==> src/rtl/rr_en_arbiter_if.sv <==
// Request/grant bundle between the requesters (master) and the round-robin
// enable arbiter (slave). The arbiter registers every output.
interface rr_en_arbiter_if #(
    parameter int N = 4,
    parameter int W = (N > 1) ? $clog2(N) : 1
);
    logic [N-1:0] req;
    logic         stall;
    logic [N-1:0] gnt;
    logic         en;
    logic [W-1:0] ptr;
    logic [N-1:0] starve;

    modport master (
        output req, stall,
        input  gnt, en, ptr, starve
    );

    modport slave (
        input  req, stall,
        output gnt, en, ptr, starve
    );
endinterface

==> src/rtl/rr_en_arbiter.sv <==
// Round-robin arbiter producing one registered one-hot grant per cycle and the
// downstream enable (en = |gnt), with a sticky per-requester starvation monitor.
//
// Handshake: req is a level request with no acknowledge. A grant at edge k uses
// only the req/stall values sampled at edge k; stall wins over any request.
module rr_en_arbiter #(
    parameter int N          = 4,
    parameter int STARVE_LIM = 8
) (
    input logic            clk,
    input logic            rst,
    rr_en_arbiter_if.slave bus
);
    localparam int W  = (N > 1) ? $clog2(N) : 1;
    localparam int CW = $clog2(STARVE_LIM + 1);
    localparam logic [CW-1:0] LIM = CW'(STARVE_LIM);

    logic [N-1:0]  gnt_q;
    logic          en_q;
    logic [W-1:0]  ptr_q;
    logic [N-1:0]  starve_q;
    logic [CW-1:0] wait_q    [N];

    logic [W-1:0]  scan;
    logic [W-1:0]  pick;
    logic          found;
    logic [N-1:0]  gnt_next;
    logic [W-1:0]  ptr_next;
    logic [CW-1:0] wait_next [N];

    // First set request at or after the pointer, wrapping modulo N.
    always_comb begin
        scan  = '0;
        pick  = '0;
        found = 1'b0;
        for (int k = 0; k < N; k++) begin
            scan = W'((int'(ptr_q) + k) % N);
            if (!found && bus.req[scan]) begin
                found = 1'b1;
                pick  = scan;
            end
        end
    end

    always_comb begin
        gnt_next = '0;
        ptr_next = ptr_q;
        if (!bus.stall && found) begin
            gnt_next[pick] = 1'b1;
            ptr_next       = W'((int'(pick) + 1) % N);
        end
    end

    // A waiting requester counts every cycle it is passed over, stalls included.
    always_comb begin
        for (int i = 0; i < N; i++) begin
            wait_next[i] = '0;
            if (bus.req[i] && !gnt_next[i]) begin
                wait_next[i] = (wait_q[i] == LIM) ? LIM : wait_q[i] + 1'b1;
            end
        end
    end

    always_ff @(posedge clk or negedge rst) begin
        if (!rst) begin
            gnt_q    <= '0;
            en_q     <= 1'b0;
            ptr_q    <= '0;
            starve_q <= '0;
            for (int i = 0; i < N; i++) begin
                wait_q[i] <= '0;
            end
        end else begin
            gnt_q <= gnt_next;
            en_q  <= |gnt_next;
            ptr_q <= ptr_next;
            for (int i = 0; i < N; i++) begin
                wait_q[i] <= wait_next[i];
                if (wait_next[i] == LIM) begin
                    starve_q[i] <= 1'b1;
                end
            end
        end
    end

    assign bus.gnt    = gnt_q;
    assign bus.en     = en_q;
    assign bus.ptr    = ptr_q;
    assign bus.starve = starve_q;
endmodule

==> src/flat_wrapper.sv <==
// flat-port wrapper written by rule: the top's interface ports become plain ports
module rr_en_arbiter_flat 
#(
    parameter int N          = 4,
    parameter int STARVE_LIM = 8
)
  (clk, rst, bus_req, bus_stall, bus_gnt, bus_en, bus_ptr, bus_starve);
  rr_en_arbiter_if #(.N(N)) bus_i ();
  input logic clk;
  input logic rst;
  input wire logic [$bits(bus_i.req)-1:0] bus_req;
  input wire logic [$bits(bus_i.stall)-1:0] bus_stall;
  output wire logic [$bits(bus_i.gnt)-1:0] bus_gnt;
  output wire logic [$bits(bus_i.en)-1:0] bus_en;
  output wire logic [$bits(bus_i.ptr)-1:0] bus_ptr;
  output wire logic [$bits(bus_i.starve)-1:0] bus_starve;
  assign bus_i.req = bus_req;
  assign bus_i.stall = bus_stall;
  assign bus_gnt = bus_i.gnt;
  assign bus_en = bus_i.en;
  assign bus_ptr = bus_i.ptr;
  assign bus_starve = bus_i.starve;
  rr_en_arbiter #(.N(N), .STARVE_LIM(STARVE_LIM)) u_core (.clk(clk), .rst(rst), .bus(bus_i));
endmodule
==> config.mk <==
export PLATFORM = sky130hd
export DESIGN_NAME = rr_en_arbiter_flat
export DESIGN_NICKNAME = d
export VERILOG_FILES = /design/src/rtl/rr_en_arbiter_if.sv /design/src/rtl/rr_en_arbiter.sv /design/src/flat_wrapper.sv
export SDC_FILE = /design/constraint.sdc
export NUM_CORES = 1
export LEC_CHECK = 0
export BUFFER_PORTS_ARGS = -buffer_cell sky130_fd_sc_hd__buf_4
export CORE_MARGIN = 2
export CORE_UTILIZATION = 45
export DETAILED_ROUTE_END_ITERATION = 7
export GPL_TIMING_DRIVEN = 0
export PLACE_DENSITY = 0.64
export SYNTH_ARGS = -nofsm -noshare
export SYNTH_HDL_FRONTEND = slang
export SYNTH_SLANG_ARGS = --single-unit
==> constraint.sdc <==
create_clock -name clk -period 1.95 [get_ports clk]
set_input_delay 0.195 -clock clk [delete_from_list [all_inputs] [get_ports clk]]
set_output_delay 0.195 -clock clk [all_outputs]
set_load 0.01 [all_outputs]
=== Yosys cells after proc, flatten, opt, wreduce, memory -nomap -nowiden ===
Index checks and enable logic that the tools add are counted.

* Add/sub/neg operators: 8
* Equal/unequal tests: 8
* Reductions and logical operators: 18
* Muxes and demuxes: 27
* $lt $le $gt $ge: 6

{| class="wikitable"
|+ Operator list
! cell !! number
|-
| 4-bit two-way mux || 9
|-
| 4-bit equality test (second input constant) || 8
|-
| 4-bit by 1-bit adder with 4-bit output (second input constant) || 4
|-
| 2-bit by 3-bit less-than comparator with 1-bit output (second input constant) || 5
|-
| 1-bit logical AND || 9
|-
| 1-bit two-way mux || 9
|-
| 1-bit binary-select mux with 2-bit select || 4
|-
| 1-bit logical NOT || 8
|-
| 2-bit two-way mux || 4
|-
| 2-bit by 1-bit adder with 2-bit output (second input constant) || 2
|-
| 2-bit adder (second input constant) || 2
|-
| 4-bit OR reduction || 1
|-
| 1-bit demux with 2-bit select || 1
|-
| 2-bit by 1-bit >= comparator with 1-bit output (second input constant) || 1
|}

* Word-level logic and storage cells: 78
* Output and inout port bits: 11
* Input bits: 7
* Register bits: 27

=== Depth between registers and ports, before layout ===
Gate-level depths: netlist of the first run.

* Word-level depth: 21
* Mapped depth: 7
* Mapped depth without buffers: 7

=== Least setup slack after synthesis of the first run ===
No wires, ideal clock.

* Kind: reg-to-reg
* From: register u_core.ptr_q[1] (netlist: u_core.bus.ptr[1])
* To: register u_core.starve_q[3] (netlist: u_core.bus.starve[3])
* Slack: 0.197 ns
* Arrival: 1.626 ns
* Library setup time: 0.127 ns
* Period minus slack after synthesis: 1.753 ns
* Path buffers: 0
* Stages on the path, launching flop included: 6
* Required time: 1.823 ns
* Cells stage by stage: dfrtp_1 > mux2i_1 > o22ai_1 > or4_4 > o21ai_2 > o41ai_2

* Longest elaborated chain between the ends: 21
* Elaborated cells between the ends (all ways): 36
* Those cells by class: 3 x add/sub; 2 x order compare; 1 x eq/ne; 20 x mux; 10 x reduce/logical

{| class="wikitable"
|+ Ends and longest elaborated chain
! element !! line !! text
|-
| start: declaration || rr_en_arbiter.sv:20 || <nowiki>logic [W-1:0] ptr_q;</nowiki>
|-
| start signal: assignment || rr_en_arbiter.sv:76 || <nowiki>ptr_q <= ptr_next;</nowiki>
|-
| branches (longest 16 deep; another with 2-bit by 3-bit less-than comparator with 1-bit output) || -- ||
|-
| 4-bit two-way mux * || rr_en_arbiter.sv:48 || <nowiki>if (!bus.stall && found) begin</nowiki>
|-
| 1-bit logical NOT * || rr_en_arbiter.sv:58 || <nowiki>if (bus.req[i] && !gnt_next[i]) begin</nowiki>
|-
| 1-bit logical AND * || rr_en_arbiter.sv:58 ||
|-
| 4-bit two-way mux * || rr_en_arbiter.sv:58 ||
|-
| 4-bit equality test * || rr_en_arbiter.sv:79 || <nowiki>if (wait_next[i] == LIM) begin</nowiki>
|-
| end signal: assignment || rr_en_arbiter.sv:69 || <nowiki>starve_q <= '0;</nowiki>
|-
| end signal: indexed assignment || rr_en_arbiter.sv:80 || <nowiki>starve_q[i] <= 1'b1;</nowiki>
|-
| end: declaration || rr_en_arbiter.sv:21 || <nowiki>logic [N-1:0] starve_q;</nowiki>
|}

Mark *: on every way between the ends. The select of a mux whose other input is x is not followed.
A chain may end at the register's enable or synchronous reset.

=== Worst setup path after layout of the first run ===
Ends and elaborated chain as after synthesis.

==> results summary, run 1 <==
The final hold violation count came to 0. The minimum clock period is between 1500 and 2000 ps. The weighted congestion reported at the end of routability-driven placement is slightly below 0.8. The floorplan has 19 rows. Dividing the final minimum period by the clock period gives 0.9273. After detailed routing, the wire length on met1 is 1159 µm.

Grouping stages by cell kind, the critical path spends the most delay in simple AND/OR/NAND/NOR gates. The leakage power is ~0.75 nW. The synthesized design contains 27 register bits. The slew at the pin closest to its max-slew limit is 463.5 ps. The sequential cell area fraction in the yosys report is 0.4995. The starting density of the core came out at 0.4822. The total clock buffers created by CTS came out at 3. Leaving out filler cells and counting taps, the final layout contains between 150 and 200.

Summed over all layers, the routed wires come to roughly 2400 µm. Summed over all nets, wire length on met2 after detailed routing comes to between 1000 and 1500 µm. The count of nets left with antenna violations after detail routing is 0. The count of antenna diodes in the layout came out at 0. Across every metal layer, demand over resource in global routing totals 0.1568. Detailed placement ended at an HPWL of about 1800 µm. The type of the setup path with the least slack is flip-flop to flip-flop. From bottom edge to top edge, the die measures between 50 and 60 µm. Summed over all nets, wire length on met3 after detailed routing comes to approximately 75 µm. The floorplan die area is between 0.003 and 0.004 mm².

The first global-routing pass estimated 4202 µm of wire. The number of instances in the synthesized netlist is 133. The total power draw is ~1.4 mW. Input and output buffers added on the ports amount to 16. The clock arrives with ~2.1 ps of skew. For this block, the initial DRC count from the detailed router was 39.

The deepest clock path buffer count came out at 2. Walking the worst path, the cells encountered are mux2i_1 -> o22ai_1 -> or4_4 -> o21ai_2 -> o41ai_2. Setup repair after global routing left no endpoint under its margin.

The arrival time of data at the critical path endpoint is ~2000 ps. The count of max-cap constraint violations came out at 0. The average detailed-routed wire length per instance is around 13 µm.

The count of buffer and inverter cells on the critical path is 0. The critical path required time is 2160 ps. Of the cells placed in the final design, the portion with a size suffix greater than 1 is 0.1923. STA classifies the critical path endpoint as a flip-flop. The total number of nets in the final design came out at ~170. Based on the critical path, the design can be clocked at up to roughly 550 MHz. The number of placed I/O pins is 18.

The relative slew slack is 0.6884. The maximum vdd ir drop is around 0.00044 V. The largest net degree at the start of global routing came out at 28. The number of optimization iterations in the first detailed-route pass is 6. The run finished, with violations left. The total core area came out at 0.002805 mm². After synthesis, the mean cell area works out to 10.17 µm². The area growth from synthesis to layout is 15.73%. The maximum fanout along the worst path is 7.

The ratio of total power to cell area is 878.4 mW/mm². In the routed design, unresolved DRC markers number 1. The number of antenna violations at the first check in global routing was 0. The count of vias placed by the detailed router came out at 1000. The insertion delay of the later-clocked pin in the worst-skew pair is between 300 and 400 ps.

For the final routed database, the setup TNS stands at 0 ps. For this design, the sink count on the clock tree is 27. The TritonCTS clock tree is built. The number of different library cells in the post-synthesis netlist is 30.

The total of endpoints with negative setup slack in the final report came out at 0. The delay of the slowest cell on the worst path is ~570 ps. The final cell utilization of the core is 0.5580. The die is around 59 µm wide. The highest layer touched by signal routing is met4. The number of H-tree levels came out at 1. For this design, the slowest cell found on the critical path is sky130_fd_sc_hd__or4_4. The top cell types in the final layout, fill and taps aside, are sky130_fd_sc_hd__dfrtp_1, sky130_fd_sc_hd__buf_4, sky130_fd_sc_hd__nor2_1, sky130_fd_sc_hd__inv_1, sky130_fd_sc_hd__a21oi_1.

The post-placement cell count came out at between 150 and 200. On the final layout, the worst hold slack is approximately 170 ps. The via density per instance came out at approximately 5.3. The most common cell after layout, fill and taps aside is sky130_fd_sc_hd__dfrtp_1. The cell area that synthesis handed to floorplanning was roughly 0.0014 mm².

The total grt overflow is 0. The number of max-slew violations in the final report came to 0. The min-delay analysis places its worst path in the category input port to flip-flop.

The post-synth net total came out at roughly 150. The warning count from the yosys run came out at 0. The final reports fail on DRC. After clock tree synthesis, the clock-pin slew on the worst setup and hold paths is about 130 ps.

The via count of the first global-routing pass came out at between 900 and 1000. The worst setup path is launched from a flip-flop. The buffer cell driving the clock tree root is sky130_fd_sc_hd__clkbuf_4.
==> worst reg2reg max path, stage by stage (launching register included) <==
cell                      delay [ps]
sky130_fd_sc_hd__dfrtp_2         460
sky130_fd_sc_hd__mux2i_1         200
sky130_fd_sc_hd__o22ai_1         160
sky130_fd_sc_hd__or4_4           570
sky130_fd_sc_hd__o21ai_2         220
sky130_fd_sc_hd__o41ai_2         110
==> synthesized netlist by cell type <==
| library cell | instances | area (µm²) |
|---|---|---|
| sky130_fd_sc_hd__o31ai_1 | 1 | 7.510 |
| sky130_fd_sc_hd__o22a_1 | 1 | 8.760 |
| sky130_fd_sc_hd__o41ai_1 | 1 | 8.760 |
| sky130_fd_sc_hd__and3_1 | 1 | 6.260 |
| sky130_fd_sc_hd__ha_1 | 8 | 100.1 |
| sky130_fd_sc_hd__dfrtp_1 | 27 | 675.7 |
| sky130_fd_sc_hd__nor3_1 | 5 | 25.02 |
| sky130_fd_sc_hd__or4_4 | 1 | 11.26 |
| sky130_fd_sc_hd__a21o_1 | 1 | 7.510 |
| sky130_fd_sc_hd__o41ai_2 | 2 | 32.53 |
| sky130_fd_sc_hd__mux2i_1 | 5 | 50.05 |
| sky130_fd_sc_hd__o21ai_2 | 1 | 8.760 |
| sky130_fd_sc_hd__nand3_1 | 5 | 25.02 |
| sky130_fd_sc_hd__nor2b_1 | 1 | 6.260 |
| sky130_fd_sc_hd__o21a_1 | 2 | 15.01 |
| sky130_fd_sc_hd__o31ai_2 | 2 | 25.02 |
| sky130_fd_sc_hd__nor2_1 | 17 | 63.81 |
| sky130_fd_sc_hd__a31oi_1 | 2 | 12.51 |
| sky130_fd_sc_hd__or3_1 | 1 | 6.260 |
| sky130_fd_sc_hd__nand2b_1 | 4 | 25.02 |
| sky130_fd_sc_hd__o22ai_1 | 2 | 12.51 |
| sky130_fd_sc_hd__clkbuf_1 | 1 | 3.750 |
| sky130_fd_sc_hd__inv_1 | 16 | 60.06 |
| sky130_fd_sc_hd__o311a_1 | 1 | 10.01 |
| sky130_fd_sc_hd__nand2_1 | 5 | 18.77 |
| sky130_fd_sc_hd__xnor2_1 | 3 | 26.28 |
| sky130_fd_sc_hd__nor4_1 | 2 | 12.51 |
| sky130_fd_sc_hd__xor2_1 | 3 | 26.28 |
| sky130_fd_sc_hd__a21oi_1 | 11 | 55.05 |
| sky130_fd_sc_hd__nor2_2 | 1 | 6.260 |
==> logic make-up after synthesis <==
logic type,share of synthesized area
xor+xnor,0.03886
mux,0.03700
fa+ha+maj,0.07401
compound gates,0.1508
flops,0.4995
simple gates,0.1526
buf+inv,0.04718
==> what timing repair did <==
| item | 4_1_cts | 5_1_grt |
|---|---|---|
| gates resized for setup | 0 | 1 |
| setup endpoints to repair | 0 | 6 |
| setup buffers | 0 | 2 |
| hold buffers | 1 | 0 |
| hold endpoints to repair | 27 | 0 |
==> through the flow <==
stage          setup WS, ps  area [µm²]
3_3_place_gp          92.58        1511
3_5_place_dp          77.58        1511
6_report              141.8        1565
5_1_grt               1.940        1565
2_1_floorplan         196.7        1353
4_1_cts               42.38        1549
==> layout make-up <==
cell class	count	area [µm²]
fillers	253	1240
flip-flops and latches	27	676.9
multi-input cells	89	613.1
repair buffers	19	145.1
inverters	16	60.06
well taps	31	38.79
clock buffers	3	22.52
clock inverters	1	5.005
plain buffers	1	3.754
==> final timing paths <==
kind / start / to / slack [ps] / depth (start not counted)
worst max-delay path: u_core.bus.ptr[1]$_DFFE_PN0P_ / u_core.bus.starve[3]$_DFFE_PN0N_ / 140 / 5
worst min-delay path: bus_req[1] / u_core.wait_q[11]$_DFF_PN0_ / 170 / 2
worst max register to register: u_core.bus.ptr[1]$_DFFE_PN0P_ / u_core.bus.starve[3]$_DFFE_PN0N_ / 140 / 5
worst min register to register: u_core.bus.starve[3]$_DFFE_PN0N_ / u_core.bus.starve[3]$_DFFE_PN0N_ / 480 / 2
max in group asynchronous: rst / u_core.bus.ptr[1]$_DFFE_PN0P_ / 1370 / 2
min in group asynchronous: rst / u_core.wait_q[9]$_DFF_PN0_ / 310 / 2
==> layer usage <==
metal / GRT usage / up-vias
li1: - / 500
met1: 0.2186 / 479
met2: 0.2476 / 19
met3: 0.02198 / 2
met4: 0.06169 / 0
met5: 0 / -
==> registers in the layout, summed over array words and instances, names as in the netlist <==
name	count
u_core.bus.ptr	2
u_core.bus.gnt	4
u_core.bus.en	1
u_core.bus.starve	4
u_core.wait_q	16
==> power by group <==
| part | internal, mW | switching (mW) |
|---|---|---|
| logic | 0.204 | 0.230 |
| registers | 0.633 | 0.0808 |
| clock network | 0.0766 | 0.151 |
| total | 0.914 | 0.461 |
No activity file was read; power rests on OpenSTA's default activity.
==> inputs of run 2 (changes only) <==
- clock period: 1.95 -> 1.93 ns (I/O delays scaled with it)
==> run 2 against run 1 <==
Compared with the run above: the flow still finishes with violations (DRC); flip-flop and latch count unchanged; sequential share of layout area shrank 0.21 points; utilization is 0.27 points higher; die area stayed put; critical path depth unchanged; final area rose by 0.48%; first-iteration DRC count grew 7.7%; via count unchanged; non-clock buffer count unchanged; critical path type unchanged; critical endpoint unchanged.
==> results summary, run 2 (synthesis gave the netlist of run 1 again) <==
Clock tree synthesis selected as its root buffer the cell sky130_fd_sc_hd__clkbuf_4. The minimum clock period is roughly 1800 ps. The count of max-cap constraint violations came out at 0. TritonCTS built the clock tree. In this run the count of I/O pins placed on the die edge is 18. Before antenna repair, the detailed router went through 6 iterations.

The routed wire length is 2379 µm. The run finished, with violations left. The number of max-slew violations in the final report came to 0. Clock-pin slew was measured on the worst setup and hold paths at around 140 ps.

The deepest clock path buffer count came out at 2. The count of nets left with antenna violations once routing finished came out at 0. After the last flow step, the layout net total stands at between 150 and 200. The insertion delay of the later-clocked pin in the worst-skew pair is 310 ps.

The worst-case clock skew is 2.989 ps. The register bank with the most flops is u_core.wait_q. For this run, the total global-route usage over all layers was measured as 0.1568. Setup repair after global routing left no endpoint under its margin. In this run the worst path has a maximum fanout of 7. The startpoint class of the critical path is a flip-flop. The weighted congestion reported at the end of routability-driven placement is around 0.79. The leakage power is about 0.76 nW.

Dividing the final minimum period by the clock period gives 0.9244. The fill cell instance count of the final layout came out at around 250. Once layout is complete, the cells apart from fillers number between 150 and 200. For this run, the share of the core covered by cells in the final layout is 0.5607. For this run, the top clock speed supported by timing is 560.5 MHz. Summing all flip-flop and latch instances after layout gives between 600 and 700 µm². The arrival time of data at the critical path endpoint came out at around 2000 ps. The total clock buffers created by CTS is 3.

Measured against its own limit, the worst slew margin works out to 0.6873. The final hold violation count is 0. In the layout the commonest cells are sky130_fd_sc_hd__dfrtp_1, sky130_fd_sc_hd__buf_4, sky130_fd_sc_hd__nor2_1, sky130_fd_sc_hd__inv_1, sky130_fd_sc_hd__a21oi_1. The path class of the tightest hold or removal check is input port to flip-flop. The ratio of cells with drive above 1 in the final layout is 0.1923.

The first global-routing pass estimated roughly 4200 µm of wire. Leaving out fill and tap cells, the most frequent cell in the layout is sky130_fd_sc_hd__dfrtp_1. The final reports fail on DRC. The layout overhead on the synthesized area is 16.28%. The critical path is of the flip-flop to flip-flop type.

The count of antenna diodes in the layout came out at 0. During placement, the flow inserted port buffers numbering 16. The total core area came out at approximately 0.0028 mm².

STA classifies the critical path endpoint as a flip-flop. The residual DRC count came out at 1. The starting density of the core is 0.4822. The total of endpoints with negative setup slack in the final report came out at 0. At the worst endpoint, the required time is roughly 2100 ps.

The maximum vdd ir drop came out at between 0.0004 and 0.0005 V. The via density per instance came out at ~5.3. In this run the number of H-tree levels came out at 1. Including well taps, the total number of placed cells is 180. Entering global routing, the biggest net connects 28 pins.

The ratio of total power to cell area is 887.9 mW/mm². The count of vias placed by the detailed router came out at 1000. The die width came out at about 60 µm. The average detailed-routed wire length per instance is 12.72 µm. The total grt overflow came out at 0. The vertical extent of the die is about 60 µm.

The number of cell rows is 19. The setup TNS is 0 ps. The flip-flop count of the largest register, all copies and words added came out at 16. The slew at the pin closest to its max-slew limit came out at roughly 460 ps. The via count of the first global-routing pass is just under 1000. The HPWL reported at the end of detailed placement is around 1800 µm. The area used by multi-input combinational logic came out at between 600 and 700 µm². The number of antenna violations at the first check in global routing came to 0.

The clock net sink count came out at 27. The initial DRC count came out at 42. The floorplan die area is around 0.0035 mm².
==> run 2: cell counts in the layout (fill, tap and decap cells not counted) <==
No cell type changed its count.
==> run 2: timing repair <==
| item | in CTS | in global routing |
|---|---|---|
| endpoints found under the setup margin | 0 | 7 |
| hold endpoints to repair | 27 | 0 |
| hold buffers | 1 | 0 |
| gates resized for setup | 0 | 2 |
| setup buffers | 0 | 2 |
==> run 2: report_power, final <==
part | total [mW] | internal, mW | switching (mW) | leakage (nW)
clock | 0.231 | 0.0774 | 0.154 | 0.0177
sequential | 0.720 | 0.639 | 0.0811 | 0.343
combinational | 0.445 | 0.208 | 0.237 | 0.394
==> run 2: final timing paths <==
kind | start | endpoint | slack (ps) | cells after the start
setup / recovery | u_core.bus.ptr[1]$_DFFE_PN0P_ | u_core.bus.starve[3]$_DFFE_PN0N_ | 150 | 5
hold / removal | bus_req[1] | u_core.wait_q[11]$_DFF_PN0_ | 160 | 2
setup reg to reg | u_core.bus.ptr[1]$_DFFE_PN0P_ | u_core.bus.starve[3]$_DFFE_PN0N_ | 150 | 5
hold reg to reg | u_core.bus.starve[3]$_DFFE_PN0N_ | u_core.bus.starve[3]$_DFFE_PN0N_ | 480 | 2
max in group asynchronous | rst | u_core.bus.ptr[1]$_DFFE_PN0P_ | 1350 | 2
min in group asynchronous | rst | u_core.wait_q[9]$_DFF_PN0_ | 310 | 2
==> run 2: layout make-up <==
type,count,area share
repair buffers,19,0.09228
plain buffers,1,0.002387
inverters,16,0.03819
multi-input cells,89,0.3946
flip-flops and latches,27,0.4304
clock buffers,3,0.01432
clock inverters,1,0.003182
well taps,31,0.02466
==> run 2: worst max-delay path, cell delays in order, from the launching register on <==
cell and delay, ps:
sky130_fd_sc_hd__dfrtp_2 460, sky130_fd_sc_hd__mux2i_1 200, sky130_fd_sc_hd__o22ai_1 160, sky130_fd_sc_hd__or4_4 580, sky130_fd_sc_hd__o21ai_4 190, sky130_fd_sc_hd__o41ai_2 100
==> run 2: metrics by stage <==
| step | cell area (µm²) | hold WS (ps) | setup WS (ps) | power (mW) |
|---|---|---|---|---|
| after floorplan | 1353 | -102.6 | 176.7 | 0.9937 |
| after global placement | 1511 | 119.8 | 72.58 | 1.124 |
| after detailed placement | 1511 | 126.7 | 57.58 | 1.137 |
| after CTS | 1549 | 142.7 | 22.38 | 1.377 |
| after global routing | 1573 | 145.0 | 21.81 | 1.513 |
| final | 1573 | 162.4 | 145.9 | 1.396 |
==> run 2: routing by layer <==
| metal | vias to the layer above | track usage | part of all wire |
|---|---|---|---|
| li1 | 500 | - | - |
| met1 | 478 | 0.2186 | 0.49 |
| met2 | 20 | 0.2476 | 0.47 |
| met3 | 2 | 0.02198 | 0.034 |
| met4 | 0 | 0.06169 | 0.0080 |
| met5 | - | 0 | 0 |
